==> src/rtl/axil_cfg_slave.sv <==
// axil_cfg_slave: AXI4-lite configuration slave for a CGRA core.
//
// Register map (byte addresses, addr[1:0] ignored):
//   0x00 CTRL    W: bit0=1 starts the core (ignored while busy); reads 0
//   0x04 STATUS  R: bit0 busy
//   0x08 IER     RW: bit0 interrupt enable
//   0x0C ISR     bit0 done-pending, write 1 to clear (a coincident done wins)
//   0x10-0x1C    CFG0-CFG3 RW, driven on cfg_out[32*i +: 32]
//
// Ports:
//   clk, reset_n            clock, synchronous active-low reset
//   aw*/w*/b*               write address/data/response channels (no wstrb)
//   ar*/r*                  read address/data channels
//   start_pulse             one-cycle start strobe to the core
//   done_in                 core completion strobe
//   interrupt               ISR & IER, from registers only
//   cfg_out                 CFG0-CFG3 packed, CFG0 in the low word
//
// Handshake: a transfer happens on a rising edge where valid and ready are
// both 1. A write needs awvalid and wvalid together and both channels
// handshake in the same cycle. Responses hold valid and payload stable until
// the matching ready is seen.
//
// Build option: define AXIL_CFG_SLVERR_EN to answer unmapped accesses
// (above 0x1C) with SLVERR instead of OKAY. Unmapped reads return 0 either way.

`ifndef CGRA_AXI_ADDR_WIDTH
`define CGRA_AXI_ADDR_WIDTH 32
`endif
`ifndef CGRA_AXI_DATA_WIDTH
`define CGRA_AXI_DATA_WIDTH 32
`endif

module axil_cfg_slave #(
  parameter int ADDR_WIDTH = `CGRA_AXI_ADDR_WIDTH,
  parameter int DATA_WIDTH = `CGRA_AXI_DATA_WIDTH
) (
  input  logic                    clk,
  input  logic                    reset_n,
  input  logic [ADDR_WIDTH-1:0]   awaddr,
  input  logic                    awvalid,
  output logic                    awready,
  input  logic [DATA_WIDTH-1:0]   wdata,
  input  logic                    wvalid,
  output logic                    wready,
  output logic [1:0]              bresp,
  output logic                    bvalid,
  input  logic                    bready,
  input  logic [ADDR_WIDTH-1:0]   araddr,
  input  logic                    arvalid,
  output logic                    arready,
  output logic [DATA_WIDTH-1:0]   rdata,
  output logic [1:0]              rresp,
  output logic                    rvalid,
  input  logic                    rready,
  output logic                    start_pulse,
  input  logic                    done_in,
  output logic                    interrupt,
  output logic [4*DATA_WIDTH-1:0] cfg_out
);

  localparam logic [1:0] RESP_OKAY = 2'b00;
`ifdef AXIL_CFG_SLVERR_EN
  localparam logic [1:0] RESP_UNMAPPED = 2'b10;
`else
  localparam logic [1:0] RESP_UNMAPPED = 2'b00;
`endif

  typedef enum logic {W_IDLE, W_RESP} w_state_t;
  typedef enum logic {R_IDLE, R_DATA} r_state_t;

  w_state_t w_state;
  r_state_t r_state;

  logic                       busy;
  logic                       ier;
  logic                       isr;
  logic [3:0][DATA_WIDTH-1:0] cfg;

  // Word index within the 32-byte window; anything above it is unmapped.
  logic [2:0] aw_idx;
  logic [2:0] ar_idx;
  logic       aw_mapped;
  logic       ar_mapped;
  logic       wr_fire;
  logic       rd_fire;
  logic       done_hit;
  logic       unused_addr_lsbs;

  assign aw_idx    = awaddr[4:2];
  assign ar_idx    = araddr[4:2];
  assign aw_mapped = (awaddr[ADDR_WIDTH-1:5] == '0);
  assign ar_mapped = (araddr[ADDR_WIDTH-1:5] == '0);
  assign wr_fire   = awready && wready && awvalid && wvalid;
  assign rd_fire   = arready && arvalid;
  assign done_hit  = done_in && busy;
  assign unused_addr_lsbs = ^{awaddr[1:0], araddr[1:0]};

  assign cfg_out   = cfg;
  assign interrupt = isr & ier;

  // Write FSM and all register state.
  always_ff @(posedge clk) begin
    if (!reset_n) begin
      w_state     <= W_IDLE;
      awready     <= 1'b0;
      wready      <= 1'b0;
      bvalid      <= 1'b0;
      bresp       <= RESP_OKAY;
      start_pulse <= 1'b0;
      busy        <= 1'b0;
      ier         <= 1'b0;
      isr         <= 1'b0;
      cfg         <= '0;
    end else begin
      start_pulse <= 1'b0;
      // A start can only be taken while idle, so it never conflicts with this.
      if (done_hit) busy <= 1'b0;
      case (w_state)
        W_IDLE: begin
          awready <= 1'b1;
          wready  <= 1'b1;
          if (wr_fire) begin
            awready <= 1'b0;
            wready  <= 1'b0;
            bvalid  <= 1'b1;
            bresp   <= aw_mapped ? RESP_OKAY : RESP_UNMAPPED;
            w_state <= W_RESP;
            if (aw_mapped) begin
              case (aw_idx)
                3'd0: if (wdata[0] && !busy) begin
                  start_pulse <= 1'b1;
                  busy        <= 1'b1;
                end
                3'd2: ier <= wdata[0];
                3'd3: if (wdata[0]) isr <= 1'b0;
                3'd4, 3'd5, 3'd6, 3'd7: cfg[aw_idx[1:0]] <= wdata;
                default: ;
              endcase
            end
          end
        end
        W_RESP: begin
          if (bready) begin
            bvalid  <= 1'b0;
            awready <= 1'b1;
            wready  <= 1'b1;
            w_state <= W_IDLE;
          end
        end
        default: w_state <= W_IDLE;
      endcase
      // Placed last so a completing core beats a same-cycle W1C clear.
      if (done_hit) isr <= 1'b1;
    end
  end

  // Read data selection uses current register values, so a same-cycle
  // write is not visible to the read.
  logic [DATA_WIDTH-1:0] rd_mux;
  always_comb begin
    rd_mux = '0;
    if (ar_mapped) begin
      case (ar_idx)
        3'd1: rd_mux[0] = busy;
        3'd2: rd_mux[0] = ier;
        3'd3: rd_mux[0] = isr;
        3'd4, 3'd5, 3'd6, 3'd7: rd_mux = cfg[ar_idx[1:0]];
        default: rd_mux = '0;
      endcase
    end
  end

  // Read FSM.
  always_ff @(posedge clk) begin
    if (!reset_n) begin
      r_state <= R_IDLE;
      arready <= 1'b0;
      rvalid  <= 1'b0;
      rdata   <= '0;
      rresp   <= RESP_OKAY;
    end else begin
      case (r_state)
        R_IDLE: begin
          arready <= 1'b1;
          if (rd_fire) begin
            arready <= 1'b0;
            rvalid  <= 1'b1;
            rdata   <= rd_mux;
            rresp   <= ar_mapped ? RESP_OKAY : RESP_UNMAPPED;
            r_state <= R_DATA;
          end
        end
        R_DATA: begin
          if (rready) begin
            rvalid  <= 1'b0;
            arready <= 1'b1;
            r_state <= R_IDLE;
          end
        end
        default: r_state <= R_IDLE;
      endcase
    end
  end

endmodule

==> config.mk <==
export PLATFORM = sky130hd
export DESIGN_NAME = axil_cfg_slave
export DESIGN_NICKNAME = d
export VERILOG_FILES = /design/src/rtl/axil_cfg_slave.sv
export SDC_FILE = /design/constraint.sdc
export NUM_CORES = 1
export LEC_CHECK = 0
export ABC_AREA = 1
export ABC_CLOCK_PERIOD_IN_PS = 3200
export BUFFER_PORTS_ARGS = -buffer_cell sky130_fd_sc_hd__buf_2
export CAP_MARGIN = 20
export CORE_MARGIN = 4
export CORE_UTILIZATION = 54
export CTS_CLUSTER_DIAMETER = 80
export DETAILED_ROUTE_END_ITERATION = 8
export HOLD_SLACK_MARGIN = 0.06
export PLACE_DENSITY = 0.85
export SLEW_MARGIN = 20
export SYNTH_ARGS = -nofsm -noshare
export SYNTH_HDL_FRONTEND = slang
export SYNTH_SLANG_ARGS = --single-unit
==> constraint.sdc <==
create_clock -name clk -period 3.2 [get_ports clk]
set_clock_uncertainty 0.2 [all_clocks]
set_input_delay 0 -clock clk [delete_from_list [all_inputs] [get_ports clk]]
set_output_delay 0 -clock clk [all_outputs]
set_load 0.05 [all_outputs]
==> flow_metrics.env <==
export IMPL_peakVddDrop_mv=0.435
export IMPL_finalNetCount=1590
export IMPL_track_usage_pct=29.6
export IMPL_leakage_nw=5.76
export IMPL_worst_slew_pin_slew_ns=0.834
export IMPL_drive_gt1_share_pct=21.6
export IMPL_wl_per_cell_um=15.2
export IMPL_ys_seq_area_share_pct=43.1
export IMPL_switchingPower_w=0.00103
export IMPL_status="finished, final reports clean"
export IMPL_clkPwrFrac_pct=45.0
export IMPL_antenna_cells=0
export IMPL_numPortBuffers=266
export IMPL_fin_tns_setup_ns=0
export IMPL_area_delta_synth_final_pct=30.9
export IMPL_insertion_delay_ns=0.43
export IMPL_start_util_pct=56.0
export IMPL_dp_hpwl_um=15500
export IMPL_numCtsBuffers=17
export IMPL_cp_start_kind="input pin"
export IMPL_worst_ep_required_time_ns=3.32
export IMPL_crit_top_cell="dlygate4sd3_1"
export IMPL_arrival_ns=3.17
export IMPL_worstSetupPathType="in2reg"
export IMPL_pwr_share_comb_pct=7.5
export IMPL_ys_ff_latch=170
export IMPL_p_seq_share_pct=47.5
export IMPL_path_delay_family="buffers and inverters"
export IMPL_cp_slowest_stage_delay_ns=0.62
export IMPL_synth_area_um2=7900
export IMPL_power_density_nw_per_um2=433
export IMPL_crit_slowest_cell="dlygate4sd3_1"
export IMPL_fin_area_um2=10300
export IMPL_htreeDepth=4
export IMPL_dp_cells=1587
export IMPL_path_buf_inv=5
export IMPL_power_w=0.00448
export IMPL_timing_max_cap_violations=0
export IMPL_synthDominantCellAreaShare_pct=43.1
export IMPL_setup_viol=0
export IMPL_crit_chain="dlygate4sd3_1 > buf_2 > nor3_1 > nand2_2 > nor2_8 > dlygate4sd3_1 > nand3_1 > nor2_1 > dlygate4sd3_1 > nor2_1 > dlygate4sd3_1"
export IMPL_antenna_found_initial=0
export IMPL_rsz0062_at_grt="false"
export IMPL_placed_area_um2=9160
export IMPL_finalCriticalPeriod_ns=3.06
export IMPL_grt_first_pass_wirelength_um=39500
export IMPL_grt_pass1_vias=8105
export IMPL_fin_hold_ws_ns=0.132
export IMPL_relSlewSlack_pct=44.3
export IMPL_pin_count=275
export IMPL_die_h_um=129
export IMPL_die_w_um=129
export IMPL_drt_iter0_drc=635
export IMPL_crit_cells=11
export IMPL_synthCells=1199
export IMPL_hp_class="in2reg"
export IMPL_place_congestion=0.867
export IMPL_fmax_mhz=327
export IMPL_yosysTopAreaCell="dfxtp_1"
export IMPL_rows=43
export IMPL_viasPerCell=5.17
export IMPL_switching_share_pct=23.1
export IMPL_r2r_cells=9
export IMPL_drv_slew=0
export IMPL_cts_sinks=170
export IMPL_num_vias=8666
export IMPL_grt_max_degree=68
export IMPL_path_clk_slew_ns=0.07
export IMPL_p_int_w=0.00345
export IMPL_core_area_um2=14100
export IMPL_first_pass_iters=5
export IMPL_cts_max_path_buffers=2
export IMPL_ant_nets=0
export IMPL_overflow=0
export IMPL_syn_avg_cell_area_um2=6.58
export IMPL_crit_fanout=7
export IMPL_endpoint_kind="flop"
export IMPL_dieArea_um2=16600
export IMPL_drcViolationCount=0
export IMPL_yosys_top_cells_area="dfxtp_1, nand2_1, nor2_1, inv_1, o221ai_1"
export IMPL_cts_tree="done"
export IMPL_hold_depth=7
export IMPL_cts_root_buf="clkbuf_16"
export IMPL_yosysWarnings=0
export IMPL_drt_wl_total_um=25500
export IMPL_hold_violations=0
export IMPL_post_route_period_util_pct=95.6
export IMPL_layout_cells_non_filler=1677
export IMPL_cts_setup_buffers=0
export IMPL_synth_cell_types=29
[state kept, by name, indices dropped and copies added (netlist names)]
register and count:
start_pulse 1, cfg_out 128, r_state 1, arready 1, rdata 32, wready 1, rvalid 1, w_state 1
ier 1, bvalid 1, busy 1, isr 1
[metal layers]
metal	vias up	wire length [um]	share of wire [%]	global-route usage, %
met5	-	0	0	0
met3	79	2410	9.5	7.80
met4	0	837	3.3	12.8
met1	3894	9990	39	35.0
li1	4252	-	-	-
met2	441	12200	48	50.6
[per-stage QoR]
stage          utilization [%]  setup slack (ns)
2_1_floorplan                -              1.14
3_3_place_gp              65.0              1.01
3_5_place_dp              65.0             0.925
4_1_cts                   73.3             0.210
5_1_grt                   73.3            0.0526
6_report                  73.3             0.142
[worst paths after layout]
check / startpoint / end / slack, ns
max: awaddr[5] / ier / 0.14
min: araddr[31] / rdata[1] / 0.13
max reg2reg: wready / cfg_out[46] / 0.21
min reg2reg: rdata[15] / rdata[15] / 0.26
[synthesized netlist by cell type, drive strengths merged]
| cell | instances |
|---|---|
| or2 | 1 |
| inv | 145 |
| o211ai | 32 |
| nor2 | 298 |
| nor3 | 3 |
| conb | 1 |
| o21ai | 3 |
| clkbuf | 37 |
| clkinv | 1 |
| a21oi | 38 |
| nor4 | 2 |
| dfxtp | 170 |
| nand3b | 2 |
| nand3 | 42 |
| nand4 | 3 |
| nand2 | 352 |
| o221ai | 31 |
| a211oi | 1 |
| buf | 37 |
[cells by family (layout without fill, tap and decap cells)]
logic type	Yosys count	in the layout	share of synthesized area [%]
simple gates	703	703	35.5
buf+inv	220	515	12.1
flops	170	170	43.1
compound gates	105	105	9.18
other cells	1	4	0.0475
[placed cells by master, fill, tap and decap left out, types with 14 or more instances in the layout]
cell,count
nand2_1,351
nor2_1,293
buf_2,265
dfxtp_1,170
inv_1,141
dlygate4sd3_1,60
a21oi_1,38
nand3_1,36
o211ai_1,32
o221ai_1,31
clkbuf_16,17
buf_4,14
[layout make-up]
| type | instances | area, um^2 |
|---|---|---|
| fillers | 1095 | 3760 |
| multi-input cells | 812 | 3560 |
| flip-flops and latches | 170 | 3400 |
| repair buffers | 339 | 2030 |
| inverters | 146 | 548 |
| clock buffers | 23 | 478 |
| well taps | 180 | 225 |
| clock inverters | 7 | 91.3 |
[timing repair]
item	4_1_cts	5_1_grt
hold endpoints to repair	169	0
gates resized for setup	0	0
hold buffers	60	0
[power by group through the flow]
stage,combinational [W],clock (W),sequential (W)
finish,0.000336,0.00202,0.00213
global placement,0.000276,0,0.00217
floorplan,0.000140,0,0.00218
CTS,0.000326,0.00203,0.00212
detailed placement,0.000280,0,0.00217
global route,0.000358,0.00212,0.00212
[worst reg2reg max path: cells and delay by family (launching register included)]
kind	cells	cell delay [ns]
buf+inv	3	1.20
flops	1	0.38
simple gates	6	1.08
Note: power is estimated with default switching activity, not from simulation.
